`config.mk`:
```
export PLATFORM = sky130hd
export DESIGN_NAME = rr_arb_mux
export DESIGN_NICKNAME = d
export VERILOG_FILES = /design/src/rtl/mux_pkg.sv /design/src/rtl/rr_arbiter.sv /design/src/rtl/rr_arb_mux.sv
export SDC_FILE = /design/constraint.sdc
export NUM_CORES = 1
export LEC_CHECK = 0
export BUFFER_PORTS_ARGS = -buffer_cell sky130_fd_sc_hd__buf_2
export CAP_MARGIN = 20
export CORE_ASPECT_RATIO = 1.4
export CORE_UTILIZATION = 46
export CTS_CLUSTER_SIZE = 10
export DETAILED_ROUTE_END_ITERATION = 8
export PLACE_DENSITY = 0.94
export SLEW_MARGIN = 20
export SYNTH_ARGS = -nofsm -noshare
export SYNTH_HDL_FRONTEND = slang
export SYNTH_HIERARCHICAL = 1
export SYNTH_SLANG_ARGS = --single-unit
```
`constraint.sdc`:
```
create_clock -name clk -period 6.9 [get_ports clk]
set_input_delay 1.035 -clock clk [delete_from_list [all_inputs] [get_ports clk]]
set_output_delay 1.035 -clock clk [all_outputs]
set_load 0.05 [all_outputs]
```
`src/rtl/mux_pkg.sv`:
```
// Shared constants, types and helpers for the round-robin arbitrated mux.
package mux_pkg;

    localparam logic MODE_FIXED = 1'b0;
    localparam logic MODE_RR    = 1'b1;

    // Occupancy of the output register
    typedef enum logic {
        ST_EMPTY = 1'b0,
        ST_FULL  = 1'b1
    } out_state_e;

    // Ceiling log2, used to size channel indices
    function automatic int unsigned clog2(input int unsigned n);
        int unsigned r;
        r = 0;
        while ((32'd1 << r) < n) begin
            r = r + 1;
        end
        return r;
    endfunction

endpackage

```
`src/rtl/rr_arbiter.sv`:
```
// Combinational arbiter: fixed priority or round-robin starting at ptr.
module rr_arbiter
    import mux_pkg::*;
#(
    parameter  int unsigned CHANNELS = 4,
    localparam int unsigned SEL_W    = clog2(CHANNELS)
) (
    input  logic [CHANNELS-1:0] req,
    input  logic [SEL_W-1:0]    ptr,
    input  logic                mode,
    input  logic                en,
    output logic [CHANNELS-1:0] grant,
    output logic [SEL_W-1:0]    grant_idx
);

    logic found;

    // Scan channels from the start point and grant the first requester
    always_comb begin
        grant     = '0;
        grant_idx = '0;
        found     = 1'b0;
        for (int unsigned k = 0; k < CHANNELS; k++) begin
            int unsigned idx;
            idx = (mode == MODE_RR) ? (32'(ptr) + k) : k;
            if (idx >= CHANNELS) begin
                idx = idx - CHANNELS;
            end
            if (en && !found && req[SEL_W'(idx)]) begin
                found                 = 1'b1;
                grant[SEL_W'(idx)]    = 1'b1;
                grant_idx             = SEL_W'(idx);
            end
        end
    end

endmodule

```
`src/rtl/rr_arb_mux.sv`:
```
// N-channel registered mux with valid/ready handshake and selectable arbitration.
module rr_arb_mux
    import mux_pkg::*;
#(
    parameter  int unsigned WIDTH    = 32,
    parameter  int unsigned CHANNELS = 4,
    localparam int unsigned SEL_W    = clog2(CHANNELS)
) (
    input  logic                      clk,
    input  logic                      rst,
    input  logic                      mode,
    input  logic [CHANNELS-1:0]       in_valid,
    input  logic [CHANNELS*WIDTH-1:0] in_data,
    output logic [CHANNELS-1:0]       in_ready,
    output logic                      out_valid,
    output logic [WIDTH-1:0]          out_data,
    output logic [SEL_W-1:0]          out_sel,
    input  logic                      out_ready
);

    out_state_e          state_q, state_d;
    logic [WIDTH-1:0]    data_q, data_d;
    logic [SEL_W-1:0]    sel_q, sel_d;
    logic [SEL_W-1:0]    ptr_q, ptr_d;
    logic                load_en;
    logic                arb_en;
    logic                xfer;
    logic [CHANNELS-1:0] grant;
    logic [SEL_W-1:0]    grant_idx;

    rr_arbiter #(
        .CHANNELS (CHANNELS)
    ) u_arb (
        .req       (in_valid),
        .ptr       (ptr_q),
        .mode      (mode),
        .en        (arb_en),
        .grant     (grant),
        .grant_idx (grant_idx)
    );

    // Output register occupancy
    always_ff @(posedge clk or posedge rst) begin
        if (rst) begin
            state_q <= ST_EMPTY;
        end else begin
            state_q <= state_d;
        end
    end

    // Occupancy next state: reload or empty whenever the register can take a word
    always_comb begin
        state_d = state_q;
        if (load_en) begin
            state_d = xfer ? ST_FULL : ST_EMPTY;
        end
    end

    // Handshake and output decode; no grants are issued while reset is held
    always_comb begin
        load_en   = (state_q == ST_EMPTY) || out_ready;
        arb_en    = load_en && !rst;
        in_ready  = grant;
        xfer      = |(in_valid & grant);
        out_valid = (state_q == ST_FULL);
        out_data  = data_q;
        out_sel   = sel_q;
    end

    // Datapath next state: capture granted word, advance pointer in round-robin
    always_comb begin
        data_d = data_q;
        sel_d  = sel_q;
        ptr_d  = ptr_q;
        if (xfer) begin
            for (int unsigned i = 0; i < CHANNELS; i++) begin
                if (grant[i]) begin
                    data_d = in_data[i*WIDTH +: WIDTH];
                end
            end
            sel_d = grant_idx;
            if (mode == MODE_RR) begin
                ptr_d = (grant_idx == SEL_W'(CHANNELS - 1)) ? '0 : grant_idx + SEL_W'(1);
            end
        end
    end

    // Datapath registers
    always_ff @(posedge clk or posedge rst) begin
        if (rst) begin
            data_q <= '0;
            sel_q  <= '0;
            ptr_q  <= '0;
        end else begin
            data_q <= data_d;
            sel_q  <= sel_d;
            ptr_q  <= ptr_d;
        end
    end

endmodule

```
==> flow_summary.yaml <==
routing:
  firstDrtPassIters: 9
  wire_per_inst_um: 17.1
  postRouteWirelength_um: 8510
  vias: 3060
  postRouteAntennaNets: 0
  drc: 1
  via_per_inst: 6.14
  dr.first_iter.drc_count: 383
worst_hold_path:
  hold_path_class: "reg -> reg"
  worstHoldStart: "out_data[5]"
  holdPathStages: 2
  whs_endpoint: "out_data[5]"
outcome:
  violations: "design-rule violations"
  status: "finished, violations left"
clock_network:
  cts_max_level: 2
  cts.reportedPaths.clkPinSlew_ns: 0.08
  cts.sinks: 37
  hold_buffers: 0
  clockBufferDepth: 2
  cts_tree: "done"
  cts-root-buf: "clkbuf_8"
  ctsResizeCount: 0
  cts_setup_buffers: 0
  clkLatencyLatePin_ns: 0.28
  cts-buffers-inserted: 5
worst_setup_path:
  critPathRequiredTime_ns: 5.86
  path_max_fanout: 19
  critical_path_arrival_ns: 3.20
  startpoint_type: "input port"
  timing.rr.start: "ptr_q[1]"
  worstSetupEndpointType: "primary output"
  crit_type: "in -> out"
  reg2reg_depth: 9
  reg2reg_to: "out_sel[0]"
  r2r_slack_ns: 3.00
sta:
  worstMarginPinSlew_ns: 0.697
  finalMaxSlewViolations: 0
  fin_crit_ns: 4.24
  final_hold_viol_count: 0
  setup_viol: 0
  finalCritPeriodShare: 0.614
  rsz0062_at_grt: "false"
  relSlewSlack: 0.536
  timing.fmax_mhz: 236
  tns_ns: 0
  clock-skew-final_ns: 0.00392
synthesis:
  synthesis.nets: 414
  netlist.top_cell.by_area: "dfrtp_1"
  synth.cell_area_um2: 2660
  yosysWarnings: 6
  synth.avg_cell_area_um2: 9.59
  ys_seq_area_frac: 0.349
  ys.flop_type: "dfrtp_1"
  ys_types: 45
  synth_commonest_cells: "a21oi_1, dfrtp_1, mux2_2, nor3_1, a222oi_1"
  synth_top_cell_area_share: 0.349
  synth_cells: 277
  async_flop_share: 1.00
  synth-seq-cells: 37
  synth_edf_count: 0
  yosys-top-cells-area: "dfrtp_1, mux2_2, a222oi_1"
placed_design:
  dp_hpwl_um: 6080
  postPlaceCellArea_um2: 3480
  place_congestion: 0.931
  io_buffers: 174
pwr:
  powerDensity_nw_per_um2: 437
  p_leak_nw: 1.69
  ir_worst_vdd_v: 0.000377
final_layout:
  fill_cells: 455
  design_area_um2: 3640
  fin_util: 0.659
  drive_above_1_share: 0.547
  regArea_um2: 926
  multi_input_area_um2: 1550
  fin_nets: 566
  syn2layout_area_growth_pct: 37.1
  antennaDiodeCount: 0
floorplanning:
  die_h_um: 91.9
  core-area_um2: 5530
  dieArea_um2: 6080
  start_util: 0.481
  die_x_um: 66.2
  num_io_pins: 175
  row_count: 32
global_route:
  grt_overflow: 0
  use_met1: 0.314
  grt.total_usage: 0.274
  globalRoute.busiestLayer: "met2"
  grt_use_met3: 0.0473
  grt_pass1_wl_um: 12900
  grt_antenna_before_repair: 0
  grt_pass1_vias: 2886
  grt_max_degree: 38
  grt_use_met2: 0.491
run:
  maxCapViolations: 0
registers in the layout, summed over array words and instances, names as in the netlist:
name,flops
out_data,32
out_sel,2
out_valid,1
ptr_q,2
cells in the final DEF (no fill, tap or decap), drive strengths merged, types with 2 or more instances in the layout:
cell	count
inv	5
o21a	2
clkbuf	5
o21ai	7
a21o	2
and2	2
nand2	10
nor2	3
a222oi	31
a22o	2
a21oi	37
dfrtp	37
mux2	38
nand2b	2
nand3	4
a22oi	2
bufinv	2
buf	179
nand3b	2
o32ai	2
nor3b	2
mux2i	3
nor3	33
cells by family after synthesis:
kind of cell	count (synthesis)	share of synthesized area
mux	42	0.184
fa+ha+maj	1	0.00471
flops	37	0.349
simple gates	64	0.126
compound gates	94	0.261
buf+inv	39	0.0759
per-stage QoR:
step / setup slack, ns / power (W) / std cells / hold WS [ns]
final: 2.66 / 0.00159 / 498 / 0.538
after global routing: 2.55 / 0.00167 / 498 / 0.564
after CTS: 2.23 / 0.00158 / 497 / 0.539
after detailed placement: 1.90 / 0.00136 / 489 / 0.514
after global placement: 2.10 / 0.00133 / 489 / 0.492
after floorplan: 2.28 / 0.00114 / 277 / 0.477
layout make-up:
cell class              instances  area share
clock buffers                   5      0.0189
clock inverters                 3      0.0179
inverters                       5     0.00516
multi-input cells             201       0.425
flip-flops and latches         37       0.254
well taps                      68      0.0234
repair buffers                179       0.255
worst max-delay path, cell delays in order:
cell,delay (ns)
buf_2,0.19
nor3b_1,0.09
o21ai_0,0.27
nand2b_1,0.23
o31a_1,0.33
a21boi_4,0.53
buf_16,0.24
buf_2,0.28
worst max path at each step:
| stage | to | slack (ns) | cells past startpoint | start |
|---|---|---|---|---|
| detailed placement | out_sel[0] | 1.90 | 9 | mode |
| CTS | out_sel[0] | 2.23 | 9 | mode |
| finish | in_ready[1] | 2.66 | 8 | in_valid[2] |
| global route | in_ready[1] | 2.55 | 8 | mode |
| global placement | out_sel[0] | 2.10 | 9 | in_valid[2] |
| floorplan | out_data[0] | 2.28 | 12 | in_valid[2] |
per-layer routing:
metal | up-vias | routed length (µm) | part of all wire
met2 | 194 | 4480 | 0.53
met4 | 0 | 167 | 0.020
met1 | 1441 | 3200 | 0.38
met3 | 24 | 660 | 0.078
met5 | - | 0 | 0
li1 | 1401 | - | -
power breakdown:
group | switching, W | total, W | internal [W]
logic | 0.000666 | 0.000971 | 0.000305
clock network | 0.0000797 | 0.000223 | 0.000144
registers | 0.0000728 | 0.000395 | 0.000322
total | 0.000818 | 0.00159 | 0.000771
Power figures use the tool's default switching activity.
